==> src/rtl/mc_axi_if_pkg.sv <==
// Shared AXI4 manager/subordinate channel bundles for the memory-controller ports.
package mc_axi_if_pkg;

  localparam int MC_AXI_ID_WIDTH   = 4;
  localparam int MC_AXI_ADDR_WIDTH = 32;
  localparam int MC_AXI_DATA_WIDTH = 32;

  typedef struct packed {
    logic                           awvalid;
    logic [MC_AXI_ID_WIDTH-1:0]     awid;
    logic [MC_AXI_ADDR_WIDTH-1:0]   awaddr;
    logic [7:0]                     awlen;
    logic [3:0]                     awqos;
    logic                           wvalid;
    logic [MC_AXI_DATA_WIDTH-1:0]   wdata;
    logic [MC_AXI_DATA_WIDTH/8-1:0] wstrb;
    logic                           wlast;
    logic                           bready;
    logic                           arvalid;
    logic [MC_AXI_ID_WIDTH-1:0]     arid;
    logic [MC_AXI_ADDR_WIDTH-1:0]   araddr;
    logic [7:0]                     arlen;
    logic [3:0]                     arqos;
    logic                           rready;
  } t_to_mc_axi4;

  typedef struct packed {
    logic                         awready;
    logic                         wready;
    logic                         bvalid;
    logic [MC_AXI_ID_WIDTH-1:0]   bid;
    logic [1:0]                   bresp;
    logic                         arready;
    logic                         rvalid;
    logic [MC_AXI_ID_WIDTH-1:0]   rid;
    logic [MC_AXI_DATA_WIDTH-1:0] rdata;
    logic [1:0]                   rresp;
    logic                         rlast;
  } t_from_mc_axi4;

endpackage

==> src/rtl/mc_axi_arb_wfifo.sv <==
// Write-order FIFO: remembers which requester owns each accepted AW until its wlast.
module mc_axi_arb_wfifo #(
  parameter int DEPTH = 4,
  parameter int DW    = 1
) (
  input  logic                     clk_sys,
  input  logic                     rst_b,
  input  logic                     push,
  input  logic [DW-1:0]            din,
  input  logic                     pop,
  output logic [DW-1:0]            dout,
  output logic                     full,
  output logic                     empty,
  output logic [$clog2(DEPTH):0]   cnt
);

  localparam int AW = $clog2(DEPTH);

  logic [DW-1:0] mem [DEPTH];
  logic [AW-1:0] wr_ptr;
  logic [AW-1:0] rd_ptr;

  always_ff @(posedge clk_sys or negedge rst_b) begin
    if (!rst_b) begin
      wr_ptr <= '0;
      rd_ptr <= '0;
      cnt    <= '0;
    end else begin
      if (push) wr_ptr <= wr_ptr + AW'(1);
      if (pop)  rd_ptr <= rd_ptr + AW'(1);
      case ({push, pop})
        2'b10:   cnt <= cnt + (AW+1)'(1);
        2'b01:   cnt <= cnt - (AW+1)'(1);
        default: cnt <= cnt;
      endcase
    end
  end

  always_ff @(posedge clk_sys) begin
    if (push) mem[wr_ptr] <= din;
  end

  assign dout  = mem[rd_ptr];
  assign full  = (cnt == (AW+1)'(DEPTH));
  assign empty = (cnt == '0);

endmodule

==> src/rtl/mc_axi_arbiter.sv <==
// Two-requester AXI4 arbiter toward one memory controller port.
// Define MC_AXI_ARB_QOS_EN to arbitrate AW/AR by awqos/arqos, round-robin on ties.
//
// state   | meaning
// ST_IDLE | no grant; decision made combinationally from current requests
// ST_HOLD | grant locked until the address handshake completes
module mc_axi_arbiter
  import mc_axi_if_pkg::*;
#(
  parameter int WFIFO_DEPTH = 4,
  parameter int ARB_ID_BIT  = mc_axi_if_pkg::MC_AXI_ID_WIDTH-1
) (
  input  logic                         refclk,
  input  logic                         ip2hdm_reset_n,
  input  t_to_mc_axi4                  req0_to_mc_axi4,
  output t_from_mc_axi4                req0_from_mc_axi4,
  input  t_to_mc_axi4                  req1_to_mc_axi4,
  output t_from_mc_axi4                req1_from_mc_axi4,
  output t_to_mc_axi4                  arb2mc_to_mc_axi4,
  input  t_from_mc_axi4                mc2arb_from_mc_axi4,
  output logic [$clog2(WFIFO_DEPTH):0] arb_wfifo_cnt
);

  localparam logic [0:0] ST_IDLE = 1'b0;
  localparam logic [0:0] ST_HOLD = 1'b1;

  t_to_mc_axi4   req_in [2];
  t_from_mc_axi4 rsp    [2];
  t_to_mc_axi4   aw_src, ar_src, w_src;

  // channel index 0 = AW, 1 = AR
  logic [1:0] ch_vld [2];
  logic [1:0] ch_state, last_gnt, gnt_q, pick, gnt, hs;
  logic       aw_fwd_vld, ar_fwd_vld, w_fwd_vld;
  logic       fifo_full, fifo_empty, fifo_head, fifo_pop;
  logic       w_sel, w_en, b_dst, r_dst;

  assign req_in[0] = req0_to_mc_axi4;
  assign req_in[1] = req1_to_mc_axi4;

  always_comb begin
    ch_vld[0] = {req_in[1].awvalid, req_in[0].awvalid};
    ch_vld[1] = {req_in[1].arvalid, req_in[0].arvalid};
    for (int c = 0; c < 2; c++) begin
      pick[c] = (&ch_vld[c]) ? ~last_gnt[c] : ch_vld[c][1];
      gnt[c]  = (ch_state[c] == ST_HOLD) ? gnt_q[c] : pick[c];
    end
`ifdef MC_AXI_ARB_QOS_EN
    if (&ch_vld[0] && (req_in[0].awqos != req_in[1].awqos))
      pick[0] = (req_in[1].awqos > req_in[0].awqos);
    if (&ch_vld[1] && (req_in[0].arqos != req_in[1].arqos))
      pick[1] = (req_in[1].arqos > req_in[0].arqos);
    for (int c = 0; c < 2; c++)
      gnt[c] = (ch_state[c] == ST_HOLD) ? gnt_q[c] : pick[c];
`endif
  end

  assign aw_src = req_in[gnt[0]];
  assign ar_src = req_in[gnt[1]];

  // A full FIFO hides AW from the controller, so a push can never be lost.
  assign aw_fwd_vld = ip2hdm_reset_n & aw_src.awvalid & ~fifo_full;
  assign ar_fwd_vld = ip2hdm_reset_n & ar_src.arvalid;
  assign hs[0]      = aw_fwd_vld & mc2arb_from_mc_axi4.awready;
  assign hs[1]      = ar_fwd_vld & mc2arb_from_mc_axi4.arready;

  always_ff @(posedge refclk or negedge ip2hdm_reset_n) begin
    if (!ip2hdm_reset_n) begin
      ch_state <= {ST_IDLE, ST_IDLE};
      last_gnt <= 2'b11;
      gnt_q    <= 2'b00;
    end else begin
      for (int c = 0; c < 2; c++) begin
        case (ch_state[c])
          ST_IDLE: begin
            if (hs[c]) begin
              last_gnt[c] <= pick[c];
            end else if (|ch_vld[c]) begin
              ch_state[c] <= ST_HOLD;
              gnt_q[c]    <= pick[c];
            end
          end
          default: begin
            if (hs[c]) begin
              ch_state[c] <= ST_IDLE;
              last_gnt[c] <= gnt_q[c];
            end
          end
        endcase
      end
    end
  end

  // Empty FIFO: W may only pass alongside the AW that owns it.
  assign w_sel     = fifo_empty ? gnt[0] : fifo_head;
  assign w_en      = ~fifo_empty | hs[0];
  assign w_src     = req_in[w_sel];
  assign w_fwd_vld = ip2hdm_reset_n & w_en & w_src.wvalid;
  assign fifo_pop  = w_fwd_vld & mc2arb_from_mc_axi4.wready & w_src.wlast;

  mc_axi_arb_wfifo #(
    .DEPTH (WFIFO_DEPTH),
    .DW    (1)
  ) u_wfifo (
    .clk_sys (refclk),
    .rst_b   (ip2hdm_reset_n),
    .push    (hs[0]),
    .din     (gnt[0]),
    .pop     (fifo_pop),
    .dout    (fifo_head),
    .full    (fifo_full),
    .empty   (fifo_empty),
    .cnt     (arb_wfifo_cnt)
  );

  assign b_dst = mc2arb_from_mc_axi4.bid[ARB_ID_BIT];
  assign r_dst = mc2arb_from_mc_axi4.rid[ARB_ID_BIT];

  always_comb begin
    arb2mc_to_mc_axi4                 = '0;
    arb2mc_to_mc_axi4.awvalid         = aw_fwd_vld;
    arb2mc_to_mc_axi4.awid            = aw_src.awid;
    arb2mc_to_mc_axi4.awid[ARB_ID_BIT] = gnt[0];
    arb2mc_to_mc_axi4.awaddr          = aw_src.awaddr;
    arb2mc_to_mc_axi4.awlen           = aw_src.awlen;
    arb2mc_to_mc_axi4.awqos           = aw_src.awqos;
    arb2mc_to_mc_axi4.wvalid          = w_fwd_vld;
    arb2mc_to_mc_axi4.wdata           = w_src.wdata;
    arb2mc_to_mc_axi4.wstrb           = w_src.wstrb;
    arb2mc_to_mc_axi4.wlast           = w_src.wlast;
    arb2mc_to_mc_axi4.bready          = ip2hdm_reset_n & req_in[b_dst].bready;
    arb2mc_to_mc_axi4.arvalid         = ar_fwd_vld;
    arb2mc_to_mc_axi4.arid            = ar_src.arid;
    arb2mc_to_mc_axi4.arid[ARB_ID_BIT] = gnt[1];
    arb2mc_to_mc_axi4.araddr          = ar_src.araddr;
    arb2mc_to_mc_axi4.arlen           = ar_src.arlen;
    arb2mc_to_mc_axi4.arqos           = ar_src.arqos;
    arb2mc_to_mc_axi4.rready          = ip2hdm_reset_n & req_in[r_dst].rready;
  end

  always_comb begin
    for (int r = 0; r < 2; r++) begin
      rsp[r]                 = mc2arb_from_mc_axi4;
      rsp[r].bid[ARB_ID_BIT] = 1'b0;
      rsp[r].rid[ARB_ID_BIT] = 1'b0;
      rsp[r].awready = hs[0] & (gnt[0] == 1'(r));
      rsp[r].arready = hs[1] & (gnt[1] == 1'(r));
      rsp[r].wready  = ip2hdm_reset_n & w_en & (w_sel == 1'(r)) & mc2arb_from_mc_axi4.wready;
      rsp[r].bvalid  = ip2hdm_reset_n & mc2arb_from_mc_axi4.bvalid & (b_dst == 1'(r));
      rsp[r].rvalid  = ip2hdm_reset_n & mc2arb_from_mc_axi4.rvalid & (r_dst == 1'(r));
    end
  end

  assign req0_from_mc_axi4 = rsp[0];
  assign req1_from_mc_axi4 = rsp[1];

endmodule

==> config.mk <==
export PLATFORM = sky130hd
export DESIGN_NAME = mc_axi_arbiter
export DESIGN_NICKNAME = d
export VERILOG_FILES = /design/src/rtl/mc_axi_if_pkg.sv /design/src/rtl/mc_axi_arb_wfifo.sv /design/src/rtl/mc_axi_arbiter.sv
export SDC_FILE = /design/constraint.sdc
export NUM_CORES = 1
export LEC_CHECK = 0
export ABC_CLOCK_PERIOD_IN_PS = 4000
export BUFFER_PORTS_ARGS = -buffer_cell sky130_fd_sc_hd__buf_2
export CAP_MARGIN = 40
export CORE_AREA = 2 2 222 224
export DETAILED_ROUTE_END_ITERATION = 8
export DIE_AREA = 0 0 224 226
export SYNTH_ARGS = -nofsm -noshare
export SYNTH_HDL_FRONTEND = slang
export SYNTH_SLANG_ARGS = --single-unit
export TNS_END_PERCENT = 20
==> constraint.sdc <==
create_clock -name refclk -period 4 [get_ports refclk]
set_input_delay 0.4 -clock refclk [delete_from_list [all_inputs] [get_ports refclk]]
set_output_delay 0.4 -clock refclk [all_outputs]
set_load 0.01 [all_outputs]
==> results of run 1 <==
## synthesized netlist by cell type, drive strengths merged
cell type  number  area, sq um
mux2i           5        50.05
nand2         153        574.3
a21bo           1        10.01
o31a            2        17.52
nand4           1        6.260
a32o            1        10.01
xor2            4        35.03
fa              1        20.02
o21a            2        15.01
o211a           2        20.02
o2111a          1        11.26
xnor2           2        17.52
dfstp           2        52.55
o21ai           2        10.01
o211ai          1        7.510
a21boi          2        26.28
clkbuf         13        48.80
nor3b           2        20.02
dfrtp          11        275.3
nand3           2        10.01
and3            7        43.79
inv            10        37.53
buf           102        759.5
mux2           85        957.2
o2111ai         1        8.760
nand2b          1        6.260
a2111o          1        11.26
nor3            1        5.000
nor2b           5        31.28
edfxtp          4        120.1
and2            1        6.260
or3b            1        8.760
a21oi           5        25.02
conb            1        3.750
ha              5        62.56
mux4            1        22.52
or3             1        6.260
nor2            6        22.52
a41o            1        10.01
## cells by family (layout without fill, tap and decap cells)
| logic type | count (synthesis) | after routing | synth area share (%) |
|---|---|---|---|
| muxes | 91 | 91 | 30.41 |
| xor gates and xnor gates | 6 | 6 | 1.552 |
| adders and majority gates | 6 | 6 | 2.439 |
| AOI/OAI and AO/OA | 22 | 22 | 5.396 |
| buffers and inverters | 125 | 450 | 24.98 |
| DFF | 17 | 17 | 13.23 |
| and+or+nand+nor | 181 | 181 | 21.88 |
| other | 1 | 8 | 0.1108 |
## critical path: cells and delay by family, from the launching register on
family | cells | cell delay, ns
mux | 2 | 0.93
buf+inv | 2 | 0.59
flops | 1 | 0.41
compound gates | 1 | 0.16
simple gates | 1 | 0.11
## flip-flops by register name, indices dropped and copies added, names as in the netlist
register / count
gnt_q: 2
u_wfifo.rd_ptr: 2
u_wfifo.wr_ptr: 2
last_gnt: 2
u_wfifo.mem: 4
ch_state: 2
u_wfifo.cnt: 3
## routing by layer
layer,global-route usage [%],routed length (microns),vias up
met5,0,23,-
met4,3.892,1117,4
met3,1.483,1633,56
met2,10.29,7745,321
met1,5.144,5526,1787
li1,-,-,2032
## final timing paths
check	end	slack, ns	startpoint	cells after the start
max	arb2mc_to_mc_axi4[55]	1.12	u_wfifo.rd_ptr[0]	6
min	ch_state[1]	0.17	ip2hdm_reset_n	2
max reg2reg	u_wfifo.cnt[2]	1.42	gnt_q[0]	10
min reg2reg	last_gnt[1]	0.46	last_gnt[1]	2
max in group asynchronous	last_gnt[0]	3.55	ip2hdm_reset_n	2
min in group refclk	ch_state[0]	0.44	req1_to_mc_axi4[137]	2
## report_power, final
group          total (uW)  switching, uW  internal [uW]  leakage [uW]
clock                 207           73.4            134     0.0000409
combinational        2090           1150            936       0.00288
sequential            307           59.4            247      0.000181
## metrics by stage
step | std cells | cell area (sq um)
after detailed placement | 1395 | 5578
after global routing | 1403 | 5668
final | 1403 | 5668
after floorplan | 452 | 3397
after global placement | 1394 | 5558
after CTS | 1399 | 5658
## placed cells by master (no fill, tap or decap), types with 2 or more instances in the layout
cell type / instances
sky130_fd_sc_hd__a21oi_1: 5
sky130_fd_sc_hd__and3_1: 7
sky130_fd_sc_hd__buf_2: 431
sky130_fd_sc_hd__buf_4: 4
sky130_fd_sc_hd__clkbuf_16: 3
sky130_fd_sc_hd__conb_1: 4
sky130_fd_sc_hd__dfrtp_1: 11
sky130_fd_sc_hd__dfstp_2: 2
sky130_fd_sc_hd__diode_2: 4
sky130_fd_sc_hd__edfxtp_1: 4
sky130_fd_sc_hd__ha_1: 5
sky130_fd_sc_hd__inv_1: 9
sky130_fd_sc_hd__mux2_2: 85
sky130_fd_sc_hd__mux2i_1: 5
sky130_fd_sc_hd__nand2_1: 152
sky130_fd_sc_hd__nand3_1: 2
sky130_fd_sc_hd__nor2_1: 6
sky130_fd_sc_hd__nor2b_1: 5
sky130_fd_sc_hd__o211a_1: 2
sky130_fd_sc_hd__o21ai_0: 2
sky130_fd_sc_hd__o31a_1: 2
sky130_fd_sc_hd__xnor2_1: 2
sky130_fd_sc_hd__xor2_1: 4
## area by class of cell
type / instances / area share, %
Tap cell: 622 / 13.73
Sequential cell: 17 / 7.903
Clock inverter: 1 / 0.08830
Antenna cell: 4 / 0.1766
Inverter: 10 / 0.6623
Timing Repair Buffer: 436 / 38.94
Multi-Input combinational cell: 310 / 37.17
Clock buffer: 3 / 1.325
==> results.cfg, run 1 <==
[outcome]
outcome = finished, final reports clean

[grt]
first_global_vias = 3889
grt_overflow = 0
grt_max_degree = 54
groute.usage.overall_pct = 5.481
global_route_wire_length_before_repair_microns = 20840
initial_antenna_violation_count = 7

[die]
die_w_microns = 224
die_y_microns = 226
io_pins = 569
start_util_pct = 7.004
placeableCoreArea_sq_um = 48340
die_footprint_sq_um = 50620
num_rows = 81

[sta]
finalHoldViolations = 0
max_clock_freq_mhz = 347.7
layout_min_cycle_time_ns = 2.876
rsz_0062_raised_after_global_routing = false
drv_slew = 0
clock_skew_ns = 0.002007
setup_tns_ns = 0
worst-slew-pin-transition_ns = 0.6721
whs_ns = 0.1653
fin_crit_sh_pct = 71.89
final-setup-viol-count = 0
fin_ws_ns = 1.124
timing.max_slew.rel_slack_pct = 55.19

[clock_tree]
register_clock_pin_slew_on_the_reported_worst_setup_and_hold_paths_ns = 0.06
cts_resized = 0
cts_max_path_buffers = 2
cts_sinks = 17
postCtsSetupBuffers = 0
cts.root.buffer_cell = sky130_fd_sc_hd__clkbuf_16
cts_htree_levels = 1
clock_tree_from_tritoncts = yes
clock_latency_ns = 0.25
cts_made_buffers = 3
cts-hold-fix-buffers = 0

[placement]
pre_cts_slack_ns = 1.249
gpl.final_weighted_congestion = 0.8737
place_hpwl_microns = 13980
io_buffer_count = 431

[drt]
vias = 4200
total_drc_errors_in_the_routed_layout = 0
wl_per_cell_microns = 11.44
drtPass1Iterations = 4
drt_first_iter_violations = 115
ant_nets = 0
detail_route.vias_per_cell = 2.994
detail_route.wirelength_microns = 16050

[setup_path]
crit_required_ns = 3.60
end_kind = output pin
path_class = reg2out
worst_path_max_delay_cell = sky130_fd_sc_hd__mux4_2
path_cells = mux4_2 > nand2_1 > a21boi_4 > buf_4 > mux2_2 > buf_2
kind_of_start_point_of_the_critical_path = flip-flop
timing.critical_path.slowest_cell_delay_ns = 0.54
path_max_fanout = 40
timing.critical_path.arrival_ns = 2.48

[layout]
finalNetCount = 1112
n_fill_cell = 5646
area_delta_synth_final_pct = 67.41
utilization_pct = 11.72
drive_gt1_share_pct = 68.85
multiInputGateArea_sq_um = 2107
seqCellArea_sq_um = 447.9

[power_and_ir_drop]
pwrdens_nw_per_um2 = 459.2
totalPowerFinal_uw = 2603
power.ir.vdd_worst_mv = 0.2964
power_leakage_uw = 0.003105

[yosys]
synth_cell_types = 44
synth.yosys.warnings = 0
ys_seq_elements = 17
syn_area_per_cell_sq_um = 7.541
synth.yosys.seq_area_share_pct = 13.23
netlist_area_sq_um = 3386
number_of_instances_in_the_synthesized_netlist = 449

[job]
maxCapViolCount = 0

[hold_path]
min-delay-path-class = in2async
Power figures use the tool's default switching activity.
==> inputs of run 2 (changes only) <==
--- a/config.mk
+++ b/config.mk
@@ -5,7 +5,7 @@
 export SDC_FILE = /design/constraint.sdc
 export NUM_CORES = 1
 export LEC_CHECK = 0
-export ABC_CLOCK_PERIOD_IN_PS = 4000
+export ABC_CLOCK_PERIOD_IN_PS = 2400
 export BUFFER_PORTS_ARGS = -buffer_cell sky130_fd_sc_hd__buf_2
 export CAP_MARGIN = 40
 export CORE_AREA = 2 2 222 224
==> constraint.sdc (replaced) <==
create_clock -name refclk -period 2.4 [get_ports refclk]
set_input_delay 0.24 -clock refclk [delete_from_list [all_inputs] [get_ports refclk]]
set_output_delay 0.24 -clock refclk [all_outputs]
set_load 0.01 [all_outputs]
==> results.cfg, run 2 (synthesis gave the netlist of run 1 again) <==
[drt]
total_drc_errors_in_the_routed_layout = 0
detail_route.vias_per_cell = 3.046
drtPass1Iterations = 4
ant_nets = 0
detail_route.wirelength_microns = 17580
vias = 4337
wl_per_cell_microns = 12.34
drt_first_iter_violations = 129

[setup_path]
regToRegSetupSlack_ns = -0.01
kind_of_start_point_of_the_critical_path = flip-flop
worst_path_most_repeated_cell = sky130_fd_sc_hd__buf_6
timing.critical_path.slowest_cell_delay_ns = 0.54
path_class = reg2out
timing.critical_path.arrival_ns = 2.29
path_max_fanout = 7
critical_path.reg2reg.startpoint = u_wfifo.rd_ptr[0]
critical_path.reg2reg.endpoint = u_wfifo.cnt[2]
cp_num_buf_inv = 4
r2r_cells = 10
path_cells = mux4_2 > nand2_2 > buf_6 > a21boi_4 > buf_12 > clkbuf_16 > mux2_4 > buf_6
end_kind = output pin
startpoint = u_wfifo.rd_ptr[0]
critical_path.endpoint = arb2mc_to_mc_axi4[78]
path_depth = 8
crit_required_ns = 2.16
worst_path_max_delay_cell = sky130_fd_sc_hd__mux4_2
timing.critical_path.max_delay_family = multiplexers

[layout]
area_delta_synth_final_pct = 88.40
max_ffs_per_register = 4
layout_commonest_cell = sky130_fd_sc_hd__buf_2
regMostFlops = u_wfifo.mem
reg.largest.list = u_wfifo.mem x4, u_wfifo.cnt x3
drive_gt1_share_pct = 70.50
finalNetCount = 1135
mostFrequentLayoutCells = sky130_fd_sc_hd__buf_2 (393), sky130_fd_sc_hd__nand2_1 (151), sky130_fd_sc_hd__mux2_2 (48), sky130_fd_sc_hd__buf_6 (41), sky130_fd_sc_hd__mux2_4 (37)

[placement]
gpl.final_weighted_congestion = 0.8670
place_hpwl_microns = 14060
io_buffer_count = 431

[grt]
grtUsageMet3_pct = 1.509
grt_use_met2_pct = 11.55
grt_overflow = 0
grt-busiest-layer = met2
initial_antenna_violation_count = 4
grt_max_degree = 54
first_global_vias = 4048
global_route_wire_length_before_repair_microns = 22340
groute.usage.overall_pct = 5.899
met1_usage_pct = 5.568

[clock_tree]
cts_made_buffers = 3
clock_latency_ns = 0.25
cts-hold-fix-buffers = 0
register_clock_pin_slew_on_the_reported_worst_setup_and_hold_paths_ns = 0.06
cts_sinks = 17
cts_max_path_buffers = 2
clock_tree_from_tritoncts = yes
cts_htree_levels = 1
cts.root.buffer_cell = sky130_fd_sc_hd__clkbuf_16

[die]
io_pins = 569
die_y_microns = 226
die_footprint_sq_um = 50620
placeableCoreArea_sq_um = 48340
start_util_pct = 7.004
die_w_microns = 224
num_rows = 81

[sta]
rsz_0062_raised_after_global_routing = true
final-setup-viol-count = 40
finalHoldViolations = 0
fin_crit_sh_pct = 105.6
fin_ws_ns = -0.1341
layout_min_cycle_time_ns = 2.534
whs_ns = 0.1410
clock_skew_ns = 0.002277
drv_slew = 0
max_clock_freq_mhz = 394.6

[outcome]
failed_checks = setup timing
outcome = finished with violations

[hold_path]
min-delay-path-class = in2async

[power_and_ir_drop]
power.ir.vdd_worst_mv = 0.4200
totalPowerFinal_uw = 5750
pwrdens_nw_per_um2 = 901.5
power_leakage_uw = 0.003520

[job]
maxCapViolCount = 0
==> run 2: cell count changes in the layout (fill, tap and decap cells not counted), moves of 3 or more <==
cell | previous run | this run
sky130_fd_sc_hd__buf_6 | 0 | 41
sky130_fd_sc_hd__buf_12 | 1 | 4
sky130_fd_sc_hd__mux2_4 | 0 | 37
sky130_fd_sc_hd__clkbuf_16 | 3 | 6
sky130_fd_sc_hd__buf_2 | 431 | 393
sky130_fd_sc_hd__mux2_2 | 85 | 48
sky130_fd_sc_hd__buf_4 | 4 | 15
==> run 2: final cells by class <==
| class | instances | area (sq um) |
|---|---|---|
| fill | 5555 | 41960 |
| clock inverter | 1 | 5.005 |
| tap | 622 | 778.2 |
| multi-input combinational | 310 | 2263 |
| inverter | 10 | 37.54 |
| antenna | 2 | 5.005 |
| sequential | 17 | 447.9 |
| timing repair buffer | 459 | 2766 |
| clock buffer | 3 | 75.07 |
==> run 2: worst min path at each step <==
stage / from / endpoint / slack, ns / depth (start not counted)
5_1_grt: ip2hdm_reset_n / u_wfifo.wr_ptr[1] / 0.18 / 3
4_1_cts: ip2hdm_reset_n / u_wfifo.wr_ptr[1] / 0.16 / 3
6_report: ip2hdm_reset_n / u_wfifo.rd_ptr[1] / 0.14 / 3
2_1_floorplan: ip2hdm_reset_n / ch_state[0] / -0.06 / 0
3_3_place_gp: ip2hdm_reset_n / u_wfifo.rd_ptr[1] / 0.42 / 3
3_5_place_dp: ip2hdm_reset_n / u_wfifo.rd_ptr[1] / 0.42 / 3
==> run 2: per-layer routing <==
metal,wire length [microns],up-vias
met1,5886,1867
met3,1944,51
met2,8750,328
met5,23,-
met4,973,4
li1,-,2087
==> run 2: through the flow <==
stage          worst slack, ns  std cells  utilization [%]  cell area (sq um)  setup TNS, ns
6_report               -0.1341       1424            13.19               6379         -4.374
4_1_cts                -0.1731       1416            12.62               6101         -5.252
2_1_floorplan          0.01806        452                -               3397              0
5_1_grt                -0.2229       1423            13.19               6376         -8.059
3_5_place_dp          -0.04722       1409            11.81               5708       -0.04722
3_3_place_gp          -0.05011       1409            11.81               5708       -0.05011
==> run 2: worst min-delay path: stages <==
cell	delay (ns)
sky130_fd_sc_hd__buf_2	0.12
sky130_fd_sc_hd__buf_4	0.13
sky130_fd_sc_hd__buf_4	0.29
==> run 2: what timing repair did <==
action | 4_1_cts | 5_1_grt
setup buffers | 1 | 2
resized for setup | 49 | 38
pin swaps | 1 | 5
cloned | 2 | 4
endpoints found under the setup margin | 39 | 45
==> run 2: where the power goes <==
group / internal, uW / switching (uW) / total [uW]
clock network: 223 / 116 / 339
logic: 2600 / 2320 / 4920
registers: 413 / 81.1 / 494
